<file path="config.mk">
export PLATFORM = sky130hd
export DESIGN_NAME = wb_burst_master
export DESIGN_NICKNAME = d
export VERILOG_FILES = /design/src/rtl/wb_master_pkg.sv /design/src/rtl/wb_master_timeout.sv /design/src/rtl/wb_burst_master.sv
export SDC_FILE = /design/constraint.sdc
export NUM_CORES = 1
export LEC_CHECK = 0
export ABC_AREA = 1
export CORE_MARGIN = 8
export CORE_UTILIZATION = 35
export CTS_CLUSTER_DIAMETER = 40
export CTS_CLUSTER_SIZE = 14
export DETAILED_ROUTE_END_ITERATION = 7
export PLACE_DENSITY = 0.76
export SLEW_MARGIN = 10
export SYNTH_ARGS = -nofsm -noshare
export SYNTH_HDL_FRONTEND = slang
export SYNTH_SLANG_ARGS = --single-unit
</file>
<file path="constraint.sdc">
create_clock -name sys_clk -period 4.38 [get_ports sys_clk]
set_input_delay 0.438 -clock sys_clk [delete_from_list [all_inputs] [get_ports sys_clk]]
set_output_delay 0.438 -clock sys_clk [all_outputs]
set_load 0.01 [all_outputs]
</file>
<file path="src/rtl/wb_master_pkg.sv">
// rtl/wb_master_pkg.sv - shared types and constants for the Wishbone burst master
//
// Purpose : FSM state encoding and Wishbone cycle-type identifier codes.
// Ports   : none (package).
package wb_master_pkg;

    typedef enum logic [1:0] {
        ST_IDLE    = 2'd0,
        ST_WR_WAIT = 2'd1,
        ST_WR      = 2'd2,
        ST_RD      = 2'd3
    } state_e;

    localparam logic [2:0] CTI_CLASSIC = 3'b000;
    localparam logic [2:0] CTI_INCR    = 3'b010;
    localparam logic [2:0] CTI_EOB     = 3'b111;

endpackage

</file>
<file path="src/rtl/wb_master_timeout.sv">
// rtl/wb_master_timeout.sv - ack-timeout watchdog counter
//
// Purpose : counts cycles spent with strobe high and no acknowledge; flags
//           expiry once the count reaches TIMEOUT.
// Ports   : sys_clk, RESETN - clock, asynchronous active-low reset
//           clr             - force count to zero (has priority over en)
//           en              - advance count by one
//           expire          - count has reached TIMEOUT
module wb_master_timeout
    import wb_master_pkg::*;
#(
    parameter int TIMEOUT = 255
) (
    input  logic sys_clk,
    input  logic RESETN,
    input  logic clr,
    input  logic en,
    output logic expire
);

    localparam logic [15:0] LIMIT = 16'(TIMEOUT);

    logic [15:0] cnt_q;
    logic [15:0] cnt_d;

    always_comb begin
        cnt_d = cnt_q;
        if (clr) begin
            cnt_d = '0;
        end else if (en && (cnt_q != 16'hFFFF)) begin
            // Saturate rather than wrap so expiry cannot be missed.
            cnt_d = cnt_q + 16'd1;
        end
    end

    always_ff @(posedge sys_clk or negedge RESETN) begin
        if (!RESETN) begin
            cnt_q <= '0;
        end else begin
            cnt_q <= cnt_d;
        end
    end

    assign expire = (cnt_q >= LIMIT);

endmodule

</file>
<file path="src/rtl/wb_burst_master.sv">
// rtl/wb_burst_master.sv - Wishbone B3 incrementing-burst master with timeout
//
// Purpose : accepts a command (address, length, direction), runs it as an
//           incrementing Wishbone burst, streams write data in and read data
//           out, and aborts if the slave stops acknowledging.
// Ports   : sys_clk, RESETN                 - clock, async active-low reset
//           req_valid/req_ready/req_we/
//           req_addr/req_len                - command channel
//           wr_data/wr_valid/wr_ready       - write-data stream
//           rd_data/rd_valid/rd_last        - read-data stream
//           done/err                        - completion / abort pulses
//           wb_*                            - Wishbone master interface
module wb_burst_master
    import wb_master_pkg::*;
#(
    parameter int AW      = 26,
    parameter int DW      = 32,
    parameter int BL      = 5,
    parameter int TIMEOUT = 255
) (
    input  logic              sys_clk,
    input  logic              RESETN,
    input  logic              req_valid,
    output logic              req_ready,
    input  logic              req_we,
    input  logic [AW-1:0]     req_addr,
    input  logic [BL-1:0]     req_len,
    input  logic [DW-1:0]     wr_data,
    input  logic              wr_valid,
    output logic              wr_ready,
    output logic [DW-1:0]     rd_data,
    output logic              rd_valid,
    output logic              rd_last,
    output logic              done,
    output logic              err,
    output logic              wb_cyc_o,
    output logic              wb_stb_o,
    output logic              wb_we_o,
    output logic [AW-1:0]     wb_addr_o,
    output logic [DW-1:0]     wb_dat_o,
    output logic [DW/8-1:0]   wb_sel_o,
    output logic [2:0]        wb_cti_o,
    input  logic              wb_ack_i,
    input  logic [DW-1:0]     wb_dat_i
);

    localparam int            BW         = BL + 1;
    localparam logic [AW-1:0] ADDR_STEP  = AW'(DW / 8);
    localparam logic [AW-1:0] ALIGN_MASK = ~AW'(DW / 8 - 1);
    localparam logic [BW-1:0] ONE_BEAT   = BW'(1);

    state_e          state_q,    state_d;
    logic [AW-1:0]   addr_q,     addr_d;
    logic [BW-1:0]   beats_q,    beats_d;
    logic            we_q,       we_d;
    logic            cyc_q,      cyc_d;
    logic            stb_q,      stb_d;
    logic [DW-1:0]   dat_q,      dat_d;
    logic [DW-1:0]   rd_data_q,  rd_data_d;
    logic            rd_valid_q, rd_valid_d;
    logic            rd_last_q,  rd_last_d;
    logic            done_q,     done_d;
    logic            err_q,      err_d;

    logic ack_eff;
    logic last_beat;
    logic expire;

    // An acknowledge only counts while the strobe is actually asserted.
    assign ack_eff   = wb_ack_i & stb_q;
    assign last_beat = (beats_q == ONE_BEAT);

    wb_master_timeout #(
        .TIMEOUT (TIMEOUT)
    ) u_timeout (
        .sys_clk (sys_clk),
        .RESETN  (RESETN),
        .clr     (~stb_q | ack_eff),
        .en      (stb_q & ~wb_ack_i),
        .expire  (expire)
    );

    always_comb begin
        state_d    = state_q;
        addr_d     = addr_q;
        beats_d    = beats_q;
        we_d       = we_q;
        cyc_d      = cyc_q;
        stb_d      = stb_q;
        dat_d      = dat_q;
        rd_data_d  = rd_data_q;
        rd_valid_d = 1'b0;
        rd_last_d  = 1'b0;
        done_d     = 1'b0;
        err_d      = 1'b0;
        wr_ready   = 1'b0;

        unique case (state_q)
            ST_IDLE: begin
                if (req_valid) begin
                    addr_d  = req_addr & ALIGN_MASK;
                    // Zero length encodes the full 2^BL beats.
                    beats_d = {(req_len == '0), req_len};
                    we_d    = req_we;
                    cyc_d   = 1'b1;
                    if (req_we) begin
                        stb_d   = 1'b0;
                        state_d = ST_WR_WAIT;
                    end else begin
                        stb_d   = 1'b1;
                        state_d = ST_RD;
                    end
                end
            end

            ST_WR_WAIT: begin
                wr_ready = 1'b1;
                if (wr_valid) begin
                    dat_d   = wr_data;
                    stb_d   = 1'b1;
                    state_d = ST_WR;
                end
            end

            ST_WR: begin
                if (ack_eff) begin
                    addr_d  = addr_q + ADDR_STEP;
                    beats_d = beats_q - ONE_BEAT;
                    if (last_beat) begin
                        state_d = ST_IDLE;
                        cyc_d   = 1'b0;
                        stb_d   = 1'b0;
                        we_d    = 1'b0;
                        done_d  = 1'b1;
                    end else begin
                        // Pull the next beat in the ack cycle so the burst
                        // stays back-to-back when data is ready.
                        wr_ready = 1'b1;
                        if (wr_valid) begin
                            dat_d = wr_data;
                        end else begin
                            stb_d   = 1'b0;
                            state_d = ST_WR_WAIT;
                        end
                    end
                end else if (expire) begin
                    state_d = ST_IDLE;
                    cyc_d   = 1'b0;
                    stb_d   = 1'b0;
                    we_d    = 1'b0;
                    err_d   = 1'b1;
                end
            end

            ST_RD: begin
                if (ack_eff) begin
                    rd_data_d  = wb_dat_i;
                    rd_valid_d = 1'b1;
                    rd_last_d  = last_beat;
                    addr_d     = addr_q + ADDR_STEP;
                    beats_d    = beats_q - ONE_BEAT;
                    if (last_beat) begin
                        state_d = ST_IDLE;
                        cyc_d   = 1'b0;
                        stb_d   = 1'b0;
                        we_d    = 1'b0;
                        done_d  = 1'b1;
                    end
                end else if (expire) begin
                    state_d = ST_IDLE;
                    cyc_d   = 1'b0;
                    stb_d   = 1'b0;
                    we_d    = 1'b0;
                    err_d   = 1'b1;
                end
            end

            default: begin
                state_d = ST_IDLE;
            end
        endcase
    end

    always_ff @(posedge sys_clk or negedge RESETN) begin
        if (!RESETN) begin
            state_q    <= ST_IDLE;
            addr_q     <= '0;
            beats_q    <= '0;
            we_q       <= 1'b0;
            cyc_q      <= 1'b0;
            stb_q      <= 1'b0;
            dat_q      <= '0;
            rd_data_q  <= '0;
            rd_valid_q <= 1'b0;
            rd_last_q  <= 1'b0;
            done_q     <= 1'b0;
            err_q      <= 1'b0;
        end else begin
            state_q    <= state_d;
            addr_q     <= addr_d;
            beats_q    <= beats_d;
            we_q       <= we_d;
            cyc_q      <= cyc_d;
            stb_q      <= stb_d;
            dat_q      <= dat_d;
            rd_data_q  <= rd_data_d;
            rd_valid_q <= rd_valid_d;
            rd_last_q  <= rd_last_d;
            done_q     <= done_d;
            err_q      <= err_d;
        end
    end

    assign req_ready = (state_q == ST_IDLE);
    assign rd_data   = rd_data_q;
    assign rd_valid  = rd_valid_q;
    assign rd_last   = rd_last_q;
    assign done      = done_q;
    assign err       = err_q;
    assign wb_cyc_o  = cyc_q;
    assign wb_stb_o  = stb_q;
    assign wb_we_o   = we_q;
    assign wb_addr_o = addr_q;
    assign wb_dat_o  = dat_q;
    assign wb_sel_o  = {(DW / 8){cyc_q}};
    assign wb_cti_o  = !cyc_q    ? CTI_CLASSIC :
                       last_beat ? CTI_EOB     : CTI_INCR;

endmodule

</file>
After elaboration in Yosys (flattened, before gate mapping)

Cells that the tools add are included.

Bits in registers: 121
Bits in latches: 0
RAM bits: 0
Memory bits (read-only): 0
Input bits: 101
Output and inout bits: 106
Word-level logic and storage cells: 101
Memories: 0

Add/sub/neg operators: 3
$mul: 0
Div/mod/pow operators: 0
Magnitude comparators: 1
Equal/unequal tests: 14
Shifts and indexed selects: 0
Multiplexer cells: 53
Bitwise gates (word level): 5
Reduce and logical (&&, ||, !) cells: 12

Operators by type and width:

| cell                                                 | number |
|---|---|
| two-way mux 32 bit                                   | 3 |
| one-hot mux 32 bit (2 select lines)                  | 1 |
| two-way mux 26 bit                                   | 2 |
| one-hot mux 26 bit (2 select lines)                  | 1 |
| two-way mux 16 bit                                   | 2 |
| adder 26 x 3 -> 26 bit, second input constant        | 1 |
| two-way mux 1 bit                                    | 25 |
| two-way mux 2 bit                                    | 9 |
| adder 16 x 1 -> 16 bit, second input constant        | 1 |
| >= comparator 16 x 8 -> 1 bit, second input constant | 1 |
| != test 16 bit, second input constant                | 1 |
| two-way mux 6 bit                                    | 2 |
| one-hot mux 6 bit (2 select lines)                   | 1 |
| != test 2 bit, second input constant                 | 4 |
| one-hot mux 2 bit (4 select lines)                   | 1 |
| AND reduction 4 bit                                  | 2 |
| == test 6 x 1 -> 1 bit, second input constant        | 1 |
| two-way mux 3 bit                                    | 2 |
| one-hot mux 1 bit (2 select lines)                   | 3 |
| AND reduction 3 bit                                  | 2 |
| nonzero test 2 bit                                   | 3 |
| subtractor 6 x 1 -> 6 bit, second input constant     | 1 |
| logical NOT 5 bit                                    | 1 |
| == test 2 bit, second input constant                 | 2 |
| 14 further kinds                                     | 16 |

Depth between registers and ports, before layout

Gate-level depths: netlist of the first run.

Depth in word-level cells: 5
Gate-level depth with buffers: 11
Gate-level depth less buffers: 11

Cells and area by module

From an unflattened synthesis of the first run, not the netlist that was laid out.

Cells, all modules: 852
Area total of the unflattened synthesis: 6466.2 um^2

By module, submodules not included:

| module            | instances | cells each | area each (um^2) | sequential area each (um^2) |
|---|---|---|---|---|
| wb_burst_master   | 1         | 683        | 5343.9           | 2577.5 |
| wb_master_timeout | 1         | 169        | 1122.3           | 400.4 |

Worst setup path before layout of the first run

Ideal clock, no wire load.

Kind: register to register
From: register state_q[1]
To: register addr_q[17], in the netlist wb_addr_o[17]
Setup time: 0.117 ns
Arrival: 1.582 ns
Required time: 4.263 ns
Setup slack: 2.681 ns
Cell stages (with the launch flop): 12
Path buffers: 1
Clock period less this slack: 1.699 ns
Cell sequence: dfrtp_1 inv_1 ha_1 inv_1 or2_1 nand2_2 inv_2 buf_4 nand2_1 nand2_1 o21ai_1 inv_1

Elaborated cells on any way between the ends: 9
Those cells by class: 4 x eq/ne; 1 x mux; 4 x reduce/logical

RTL lines:

| item                                                          | RTL line               | RTL |
|---|---|---|
| start, declared                                               | wb_burst_master.sv:52  | `state_e state_q, state_d;` |
| start signal, assigned                                        | wb_burst_master.sv:199 | `state_q <= state_d;` |
| logical NOT 2 bit *                                           | -                      |  |
| named net req_ready                                           | wb_burst_master.sv:24  | `output logic req_ready,` |
| != test 2 bit (no line) or nonzero test 2 bit (tied branches) | -                      |  |
| AND reduction 3 bit (no line)                                 | -                      |  |
| end signal, assigned                                          | wb_burst_master.sv:200 | `addr_q <= addr_d;` |
| end, declared                                                 | wb_burst_master.sv:53  | `logic [AW-1:0] addr_q, addr_d;` |

Mark *: on every way through the listed nets, which the timed path passes. The rest lies on a longest branch.
A chain may end at the register's enable or synchronous reset.

Final worst setup path of the first run

From: register state_q[1]
To: register addr_q[17], in the netlist wb_addr_o[17]

Cells in the longest elaborated chain, start to end: 4
Elaborated cells on any way between the ends: 9
Those cells by class: 4 x eq/ne; 1 x mux; 4 x reduce/logical

Ends and longest elaborated chain:

| item                                                                   | RTL line              | RTL |
|---|---|---|
| == test 2 bit                                                          | wb_burst_master.sv:98 | `unique case (state_q)` |
| OR reduction 2 bit (no line)                                           | -                     |  |
| != test 2 x 1 -> 1 bit (no line) or nonzero test 2 bit (tied branches) | -                     |  |
| AND reduction 3 bit (no line)                                          | -                     |  |

Parallel ways exist; a longest one is shown, timed or not.

==> results of run 1 <==
==> Yosys cell counts (all sizes together) (4+ instances only) <==
cell type    n
nor2        96
ha           8
xnor2        4
nand4       11
nor3        10
or2          5
a21oi       13
nand3       83
dfrtp      119
buf         30
clkbuf       9
inv         52
o21ai       36
o31ai        4
nand2      337
==> report_power, final <==
part | internal [mW] | switching (mW) | total (mW)
Combinational | 1.33 | 1.58 | 2.91
Clock | 0.907 | 0.556 | 1.46
Sequential | 1.55 | 0.385 | 1.94
==> flip-flops by register name, indices dropped and copies added, names as in the netlist, 2 cells and up <==
| signal | cells |
|---|---|
| wb_dat_o | 32 |
| state_q | 2 |
| wb_addr_o | 24 |
| beats_q | 6 |
| u_timeout.cnt_q | 16 |
| rd_data | 32 |
==> worst max-delay path, delay by kind of cell, from the launching register on <==
family	cells	cell delay, ns
compound gates	1	0.07
fa+ha+maj	1	0.29
buf+inv	4	0.67
flops	1	0.41
simple gates	4	1.07
==> metrics by stage <==
stage	hold WS, ns	std cells	setup slack (ns)
final	0.158	1265	1.75
after detailed placement	0.458	1233	1.75
after CTS	0.218	1265	1.74
after floorplan	0.142	834	2.68
after global placement	0.454	1233	1.78
after global routing	0.247	1265	1.41
==> final timing paths <==
path	startpoint	to	slack [ns]	cells after the start
worst min-delay path	RESETN	beats_q[2]	0.16	1
max in group asynchronous	RESETN	u_timeout.cnt_q[10]	3.29	2
min in group sys_clk	rd_data[16]	rd_data[16]	0.47	2
worst min register to register	rd_data[16]	rd_data[16]	0.47	2
worst max register to register	state_q[1]	wb_addr_o[17]	1.75	10
worst max-delay path	state_q[1]	wb_addr_o[17]	1.75	10
==> kinds of logic (layout without fill, tap and decap cells) <==
group | after synthesis | after routing | synth area share (%)
XOR/XNOR | 6 | 6 | 0.837
AND/OR/NAND/NOR | 543 | 543 | 37.1
buffers and inverters | 92 | 294 | 7.19
flip-flops | 119 | 119 | 47.4
other | 1 | 2 | 0.0597
adder cells (fa/ha/maj) | 8 | 8 | 1.59
AO/OA/AOI/OAI | 64 | 64 | 5.84
==> area by class of cell <==
type	instances	area, um^2	share of cell area [%]
repair buffers	209	2070	23.0
well taps	229	287	3.18
clock inverters	15	193	2.14
clock buffers	17	425	4.72
inverters	53	199	2.21
multi-input cells	623	2850	31.7
flip-flops and latches	119	2980	33.1
==> layer usage <==
metal | part of all wire, % | global-route usage, % | vias to the layer above
li1 | - | - | 3022
met1 | 42 | 20.2 | 2827
met2 | 48 | 27.0 | 174
met3 | 8.6 | 6.59 | 14
met4 | 1.2 | 5.55 | 0
met5 | 0 | 0 | -
==> flow_summary.html, run 1 <==
<table>
<tr><th>Metric</th><th>Value</th></tr>
<tr><th colspan="2">Status</th></tr>
<tr><td>Status</td><td>complete, no violations</td></tr>
<tr><th colspan="2">Routing</th></tr>
<tr><td>DRC errors left</td><td>0</td></tr>
<tr><td>Total vias in the final route</td><td>6,037</td></tr>
<tr><td>Final ANT Viol Nets</td><td>0</td></tr>
<tr><td>Final routed wirelength across all metal layers</td><td>18,300 um</td></tr>
<tr><td>Number of design-rule violations left by the first detailed-router iteration</td><td>317</td></tr>
<tr><td>Routed WL per cell</td><td>14.5 um</td></tr>
<tr><td>Total iterations of the first detailed-routing run</td><td>5</td></tr>
<tr><td>Via density per instance</td><td>4.77</td></tr>
<tr><th colspan="2">Power and ir drop</th></tr>
<tr><td>Leakage power total</td><td>4.22 nW</td></tr>
<tr><td>Final total power</td><td>6.31 mW</td></tr>
<tr><td>Largest vdd supply drop</td><td>0.000377 V</td></tr>
<tr><td>Total power divided by cell area</td><td>701 nW/um^2</td></tr>
<tr><th colspan="2">Worst hold path</th></tr>
<tr><td>Class of the worst hold path</td><td>input pin to asynchronous set/reset pin</td></tr>
<tr><th colspan="2">Floorplanning</th></tr>
<tr><td>Initial Util</td><td>35.3%</td></tr>
<tr><td>Rows</td><td>49</td></tr>
<tr><td>Ports</td><td>207</td></tr>
<tr><td>Standard cell core area</td><td>17,800 um^2</td></tr>
<tr><td>Die area</td><td>22,500 um^2</td></tr>
<tr><td>Die Height</td><td>150 um</td></tr>
<tr><td>X dimension of the die</td><td>150 um</td></tr>
<tr><th colspan="2">Clock network</th></tr>
<tr><td># Post-CTS Setup Buffers</td><td>0</td></tr>
<tr><td>CTS Buf Count</td><td>17</td></tr>
<tr><td>Root buffer cell</td><td>clkbuf_16</td></tr>
<tr><td>Post-cts repair resize count</td><td>0</td></tr>
<tr><td>Clock tree from TritonCTS</td><td>yes</td></tr>
<tr><td>Clock-pin transition on the worst setup and hold timing paths</td><td>0.06 ns</td></tr>
<tr><td>Clock Path Buffers</td><td>2</td></tr>
<tr><td>H-tree depth</td><td>4</td></tr>
<tr><td>Clock latency on the worst-skew pair</td><td>0.42 ns</td></tr>
<tr><td>Number of sinks handled by clock tree synthesis</td><td>119</td></tr>
<tr><td>Hold-fix buffers at CTS</td><td>0</td></tr>
<tr><th colspan="2">Worst setup path</th></tr>
<tr><td>Nature of the critical path startpoint</td><td>flop</td></tr>
<tr><td>Ordered cell list for the critical path</td><td>inv_1 &gt; ha_1 &gt; inv_1 &gt; or2_1 &gt; nand2_2 &gt; inv_2 &gt; nand2_1 &gt; nand2_1 &gt; o21ai_1 &gt; inv_1</td></tr>
<tr><td>Critical path fanouts, max</td><td>40</td></tr>
<tr><td>Delay of the slowest critical-path stage</td><td>0.61 ns</td></tr>
<tr><td>Data required time of the worst path</td><td>4.69 ns</td></tr>
<tr><td>Slowest library cell on the worst path</td><td>nand2_2</td></tr>
<tr><td>Critical Path Sink Type</td><td>flop</td></tr>
<tr><td>Crit path top cell by count</td><td>inv_1</td></tr>
<tr><td>Worst endpoint data arrival time</td><td>2.94 ns</td></tr>
<tr><td>Category of the most critical setup path</td><td>flop to flop</td></tr>
<tr><th colspan="2">Timing</th></tr>
<tr><td>Final worst path period need</td><td>2.63 ns</td></tr>
<tr><td>Slew Viols, Final</td><td>0</td></tr>
<tr><td>Clock Skew</td><td>0.00900 ns</td></tr>
<tr><td>Worst max-slew margin expressed relative to the limit</td><td>33.6%</td></tr>
<tr><td>Hold Vio Cnt, Final</td><td>0</td></tr>
<tr><td>Period utilisation layout</td><td>60.1%</td></tr>
<tr><td>Transition at the pin with the smallest max-transition slack</td><td>0.996 ns</td></tr>
<tr><td>Final-report setup violation count</td><td>0</td></tr>
<tr><td>Peak Freq</td><td>380 MHz</td></tr>
<tr><td>RSZ-0062 raised after global routing</td><td>no</td></tr>
<tr><td>Post-Route Setup TNS</td><td>0 ns</td></tr>
<tr><th colspan="2">Cells and area</th></tr>
<tr><td>Fraction of final layout cells sized beyond drive strength 1</td><td>7.53%</td></tr>
<tr><td>Cell area after layout</td><td>9010 um^2</td></tr>
<tr><td>Number of nets in the finished design</td><td>1,132</td></tr>
<tr><td>Antenna diode count</td><td>0</td></tr>
<tr><td>Synth-to-layout area growth</td><td>43.4%</td></tr>
<tr><td>Most common cell after layout, fill and taps aside</td><td>nand2_1</td></tr>
<tr><td>Fill cell total of the finished layout</td><td>1,713</td></tr>
<tr><td>Finished Core Util</td><td>50.7%</td></tr>
<tr><td>Most frequent cells in the layout</td><td>331 x nand2_1, 201 x clkdlybuf4s50_1, 119 x dfrtp_1, 86 x nor2_1, 79 x nand3_1</td></tr>
<tr><th colspan="2">Placed design</th></tr>
<tr><td>Port Buffer Count</td><td>202</td></tr>
<tr><td>Global placement routability congestion</td><td>0.852</td></tr>
<tr><td>Placed wire-length estimate</td><td>13,200 um</td></tr>
<tr><td>Cell area after placement</td><td>8390 um^2</td></tr>
<tr><th colspan="2">Logic synthesis</th></tr>
<tr><td>Fraction of post-synthesis cell area in the top cell type by area</td><td>47.4%</td></tr>
<tr><td>Synthesized netlist cell count</td><td>833</td></tr>
<tr><td>Syn. warnings</td><td>0</td></tr>
<tr><td>Count of flip-flops with a built-in enable after synthesis</td><td>0</td></tr>
<tr><td>Unique cell type count in the Yosys netlist</td><td>40</td></tr>
<tr><td>Per-instance average area after synthesis</td><td>7.54 um^2</td></tr>
<tr><td>Total standard cell area after synthesis</td><td>6280 um^2</td></tr>
<tr><td>Proportion of synthesized chip area in sequential cells</td><td>47.4%</td></tr>
<tr><td>Top_reg_cell synth</td><td>dfrtp_1</td></tr>
<tr><td>Number of flip-flops and latches in the synthesized netlist</td><td>119</td></tr>
<tr><td>Most area-hungry cell type in the Yosys netlist</td><td>dfrtp_1</td></tr>
<tr><td>Dominant cells by area after synthesis</td><td>dfrtp_1 47%, nand2_1 20%, nand3_1 6.3%, nor2_1 5.1%, inv_1 2.8%</td></tr>
<tr><td>Share of flip-flops with an asynchronous set or reset after synthesis</td><td>100%</td></tr>
<tr><th colspan="2">GRT</th></tr>
<tr><td>Initial antenna violation count</td><td>0</td></tr>
<tr><td>Overflow left after global routing</td><td>0</td></tr>
<tr><td>Total track usage</td><td>16.8%</td></tr>
<tr><td>Global-route wire length before repair</td><td>30,300 um</td></tr>
<tr><td>Maximum number of pins on one net before global-route repair</td><td>77</td></tr>
<tr><td>Vias in the first global route</td><td>5,959</td></tr>
<tr><th colspan="2">Job</th></tr>
<tr><td># Max-Cap Violations</td><td>0</td></tr>
</table>
Note: power is estimated with default switching activity, not from simulation.
==> inputs of run 2 (changes only) <==
==> constraint.sdc (replaced) <==
create_clock -name sys_clk -period 2.69 [get_ports sys_clk]
set_input_delay 0.269 -clock sys_clk [delete_from_list [all_inputs] [get_ports sys_clk]]
set_output_delay 0.269 -clock sys_clk [all_outputs]
set_load 0.01 [all_outputs]
==> run 2 against run 1 <==
- via count shrank 0.46%
- non-clock buffer count grew 4
- hold slack gained 0.23 ns
- critical path depth shrank 5
- first-iteration DRC count grew 0.63%
- wire length is essentially flat
- flip-flop and latch count is the same
- clock skew grew 0.0026 ns
- combinational power grew 64%
- total power grew 58%
- final area shrank 0.35%
- core utilization shrank 0.18 points
- largest power group unchanged
- highest routed layer unchanged
==> flow_summary.html, run 2 (same netlist as run 1, synthesis figures left out) <==
<table>
<tr><th>Metric</th><th>Value</th></tr>
<tr><th colspan="2">Timing</th></tr>
<tr><td>Post-Route Setup TNS</td><td>0 ns (unchanged)</td></tr>
<tr><td>Clock Skew</td><td>0.0116 ns (+0.00257 ns)</td></tr>
<tr><td>Hold Vio Cnt, Final</td><td>0 (unchanged)</td></tr>
<tr><td>RSZ-0062 raised after global routing</td><td>no</td></tr>
<tr><td>Peak Freq</td><td>418 MHz</td></tr>
<tr><td>Worst max-slew margin expressed relative to the limit</td><td>55.4% (+22 points)</td></tr>
<tr><td>Final worst path period need</td><td>2.39 ns</td></tr>
<tr><td>Slew Viols, Final</td><td>0 (unchanged)</td></tr>
<tr><td>Final-report setup violation count</td><td>0 (unchanged)</td></tr>
<tr><td>Period utilisation layout</td><td>88.9%</td></tr>
<tr><td>Transition at the pin with the smallest max-transition slack</td><td>0.668 ns (-0.328 ns)</td></tr>
<tr><th colspan="2">Placed design</th></tr>
<tr><td>Cell total after placement</td><td>1,236 (+0.24%)</td></tr>
<tr><td>Global placement routability congestion</td><td>0.865 (+1.5%)</td></tr>
<tr><td>Port Buffer Count</td><td>202 (unchanged)</td></tr>
<tr><td>Placed wire-length estimate</td><td>13,400 um (+1.8%)</td></tr>
<tr><th colspan="2">Routing</th></tr>
<tr><td>Via density per instance</td><td>4.74 (-0.78%)</td></tr>
<tr><td>Total iterations of the first detailed-routing run</td><td>5 (unchanged)</td></tr>
<tr><td>Total vias in the final route</td><td>6,009 (-0.46%)</td></tr>
<tr><td>Number of design-rule violations left by the first detailed-router iteration</td><td>319 (+0.63%)</td></tr>
<tr><td>DRC errors left</td><td>0 (unchanged)</td></tr>
<tr><td>Routed WL per cell</td><td>14.4 um (-0.29%)</td></tr>
<tr><td>Final ANT Viol Nets</td><td>0 (unchanged)</td></tr>
<tr><td>Final routed wirelength across all metal layers</td><td>18,300 um (about the same)</td></tr>
<tr><th colspan="2">Cells and area</th></tr>
<tr><td>Synth-to-layout area growth</td><td>42.9%</td></tr>
<tr><td>Most frequent cells in the layout</td><td>331 x nand2_1, 201 x clkdlybuf4s50_1, 119 x dfrtp_1, 86 x nor2_1, 79 x nand3_1</td></tr>
<tr><td>Most common cell after layout, fill and taps aside</td><td>nand2_1</td></tr>
<tr><td>Antenna diode count</td><td>0 (unchanged)</td></tr>
<tr><td>Filler-free cell count of the finished design</td><td>1,269 (+0.32%)</td></tr>
<tr><td>Number of nets in the finished design</td><td>1,136 (+0.35%)</td></tr>
<tr><td>Area used by multi-input combinational logic</td><td>2850 um^2 (unchanged)</td></tr>
<tr><td>Area used by sequential logic in the layout</td><td>2980 um^2 (unchanged)</td></tr>
<tr><td>Fraction of final layout cells sized beyond drive strength 1</td><td>7.69% (+0.16 points)</td></tr>
<tr><td>Fill cell total of the finished layout</td><td>1,698 (-0.88%)</td></tr>
<tr><th colspan="2">Clock network</th></tr>
<tr><td>Clock latency on the worst-skew pair</td><td>0.41 ns (about the same)</td></tr>
<tr><td>Root buffer cell</td><td>clkbuf_16</td></tr>
<tr><td>Number of sinks handled by clock tree synthesis</td><td>119 (unchanged)</td></tr>
<tr><td>Post-cts repair resize count</td><td>0 (unchanged)</td></tr>
<tr><td>Hold-fix buffers at CTS</td><td>1 (+1)</td></tr>
<tr><td>Clock Path Buffers</td><td>2 (unchanged)</td></tr>
<tr><td>H-tree depth</td><td>4 (unchanged)</td></tr>
<tr><td>Clock tree from TritonCTS</td><td>yes</td></tr>
<tr><td>CTS Buf Count</td><td>17 (unchanged)</td></tr>
<tr><td># Post-CTS Setup Buffers</td><td>0 (unchanged)</td></tr>
<tr><td>Clock-pin transition on the worst setup and hold timing paths</td><td>0.06 ns (about the same)</td></tr>
<tr><th colspan="2">Worst setup path</th></tr>
<tr><td>Timing startpoint of the critical path</td><td>state_q[0]</td></tr>
<tr><td>Critical path fanouts, max</td><td>5 (-88%)</td></tr>
<tr><td>Worst endpoint data arrival time</td><td>2.12 ns (-0.82 ns)</td></tr>
<tr><td>Delay of the slowest critical-path stage</td><td>0.62 ns (about the same)</td></tr>
<tr><td>Crit-path leading delay family</td><td>buffers and inverters</td></tr>
<tr><td>Data required time of the worst path</td><td>2.42 ns (-2.27 ns)</td></tr>
<tr><td>Nature of the critical path startpoint</td><td>flop</td></tr>
<tr><td>R2r startpoint</td><td>state_q[0]</td></tr>
<tr><td>Critical path buffers and inverters</td><td>2 (-2)</td></tr>
<tr><td>Ordered cell list for the critical path</td><td>inv_1 &gt; ha_1 &gt; nand3_2 &gt; a21boi_0 &gt; clkdlybuf4s50_1</td></tr>
<tr><td>Category of the most critical setup path</td><td>flop to primary output</td></tr>
<tr><td>Critical Path Sink Type</td><td>primary output</td></tr>
<tr><td>Slowest library cell on the worst path</td><td>clkdlybuf4s50_1</td></tr>
<tr><th colspan="2">Floorplanning</th></tr>
<tr><td>Standard cell core area</td><td>17,800 um^2 (unchanged)</td></tr>
<tr><td>Die area</td><td>22,500 um^2 (unchanged)</td></tr>
<tr><td>Initial Util</td><td>35.3% (unchanged)</td></tr>
<tr><td>Ports</td><td>207 (unchanged)</td></tr>
<tr><td>Die Height</td><td>150 um (unchanged)</td></tr>
<tr><td>Rows</td><td>49 (unchanged)</td></tr>
<tr><td>X dimension of the die</td><td>150 um (unchanged)</td></tr>
<tr><th colspan="2">Worst hold path</th></tr>
<tr><td>Class of the worst hold path</td><td>input pin to flop</td></tr>
<tr><td>Hold Path Origin</td><td>wb_dat_i[5]</td></tr>
<tr><th colspan="2">GRT</th></tr>
<tr><td>Maximum number of pins on one net before global-route repair</td><td>56 (-27%)</td></tr>
<tr><td>Global-route wire length before repair</td><td>29,500 um (-2.5%)</td></tr>
<tr><td>Vias in the first global route</td><td>5,887 (-1.2%)</td></tr>
<tr><td>Total track usage</td><td>16.3% (-0.47 points)</td></tr>
<tr><td>Overflow left after global routing</td><td>0 (unchanged)</td></tr>
<tr><td>Initial antenna violation count</td><td>0 (unchanged)</td></tr>
<tr><th colspan="2">Power and ir drop</th></tr>
<tr><td>Leakage power total</td><td>4.20 nW (-0.58%)</td></tr>
<tr><td>Total power divided by cell area</td><td>1110 nW/um^2 (+59%)</td></tr>
<tr><td>Largest vdd supply drop</td><td>0.000760 V (+100%)</td></tr>
<tr><th colspan="2">Job</th></tr>
<tr><td># Max-Cap Violations</td><td>0 (unchanged)</td></tr>
<tr><th colspan="2">Status</th></tr>
<tr><td>Status</td><td>complete, no violations</td></tr>
</table>
-- run 2: cell count changes in the layout (fill, tap and decap cells not counted) --
cell	delta
clkinvlp_4	+4
bufinv_16	-3
clkinv_4	-3
buf_4	+2
clkinv_2	+2
inv_6	-2
buf_12	+1
clkbuf_1	+1
clkbuf_8	+1
dlygate4sd3_1	+1
-- run 2: stage by stage --
| stage | utilization, % | hold WS, ns | area [um^2] | total power [mW] | setup WS, ns |
|---|---|---|---|---|---|
| 2_1_floorplan | - | -0.0266 | 6280 | 5.83 | 0.991 |
| 3_3_place_gp | 47.4 | 0.330 | 8420 | 7.90 | 0.528 |
| 3_5_place_dp | 47.4 | 0.332 | 8420 | 8.00 | 0.528 |
| 4_1_cts | 50.5 | 0.373 | 8980 | 10.1 | 0.259 |
| 5_1_grt | 50.5 | 0.394 | 8980 | 10.8 | 0.186 |
| 6_report | 50.5 | 0.389 | 8980 | 10.0 | 0.300 |
-- run 2: tightest hold or removal path, delay by kind of cell --
family | cells | cell delay [ns]
buf+inv | 1 | 0.39
simple gates | 2 | 0.11
-- run 2: layer usage --
metal | global-route usage [%] | routed length [um] | vias up
li1 | - | - | 3027
met5 | 0 | 0 | -
met3 | 6.50 | 1610 | 14
met1 | 19.2 | 7700 | 2799
met4 | 5.25 | 233 | 0
met2 | 26.7 | 8750 | 169
-- run 2: cell type report --
class	count	share of cell area, %
well taps	229	3.19
multi-input cells	623	31.8
clock buffers	19	4.93
clock inverters	13	1.10
flip-flops and latches	119	33.2
inverters	53	2.22
repair buffers	213	23.6
-- run 2: final timing paths --
path / endpoint / slack (ns) / depth (start not counted)
min reg2reg: rd_data[24] / 0.47 / 2
min: rd_data[5] / 0.39 / 3
max in group asynchronous: wb_addr_o[22] / 1.50 / 3
max reg2reg: wb_cyc_o / 0.68 / 8
max: wr_ready / 0.30 / 5
min in group asynchronous: rd_data[0] / 0.48 / 2
-- run 2: power by group --
| group | total, mW | switching, mW | leakage, nW | internal, mW |
|---|---|---|---|---|
| Sequential | 3.16 | 0.628 | 1.51 | 2.53 |
| Combinational | 4.77 | 2.57 | 2.44 | 2.20 |
| Clock | 2.08 | 0.870 | 0.248 | 1.21 |
| Total | 10.0 | 4.06 | 4.20 | 5.94 |
==> inputs of run 3 (changes only) <==
--- a/config.mk
+++ b/config.mk
@@ -12,7 +12,6 @@
 export CTS_CLUSTER_SIZE = 14
 export DETAILED_ROUTE_END_ITERATION = 7
 export PLACE_DENSITY = 0.76
-export SLEW_MARGIN = 10
 export SYNTH_ARGS = -nofsm -noshare
 export SYNTH_HDL_FRONTEND = slang
 export SYNTH_SLANG_ARGS = --single-unit
==> results of run 3 <==
The final DEF is identical to that of run 2; final timing and power are the same.
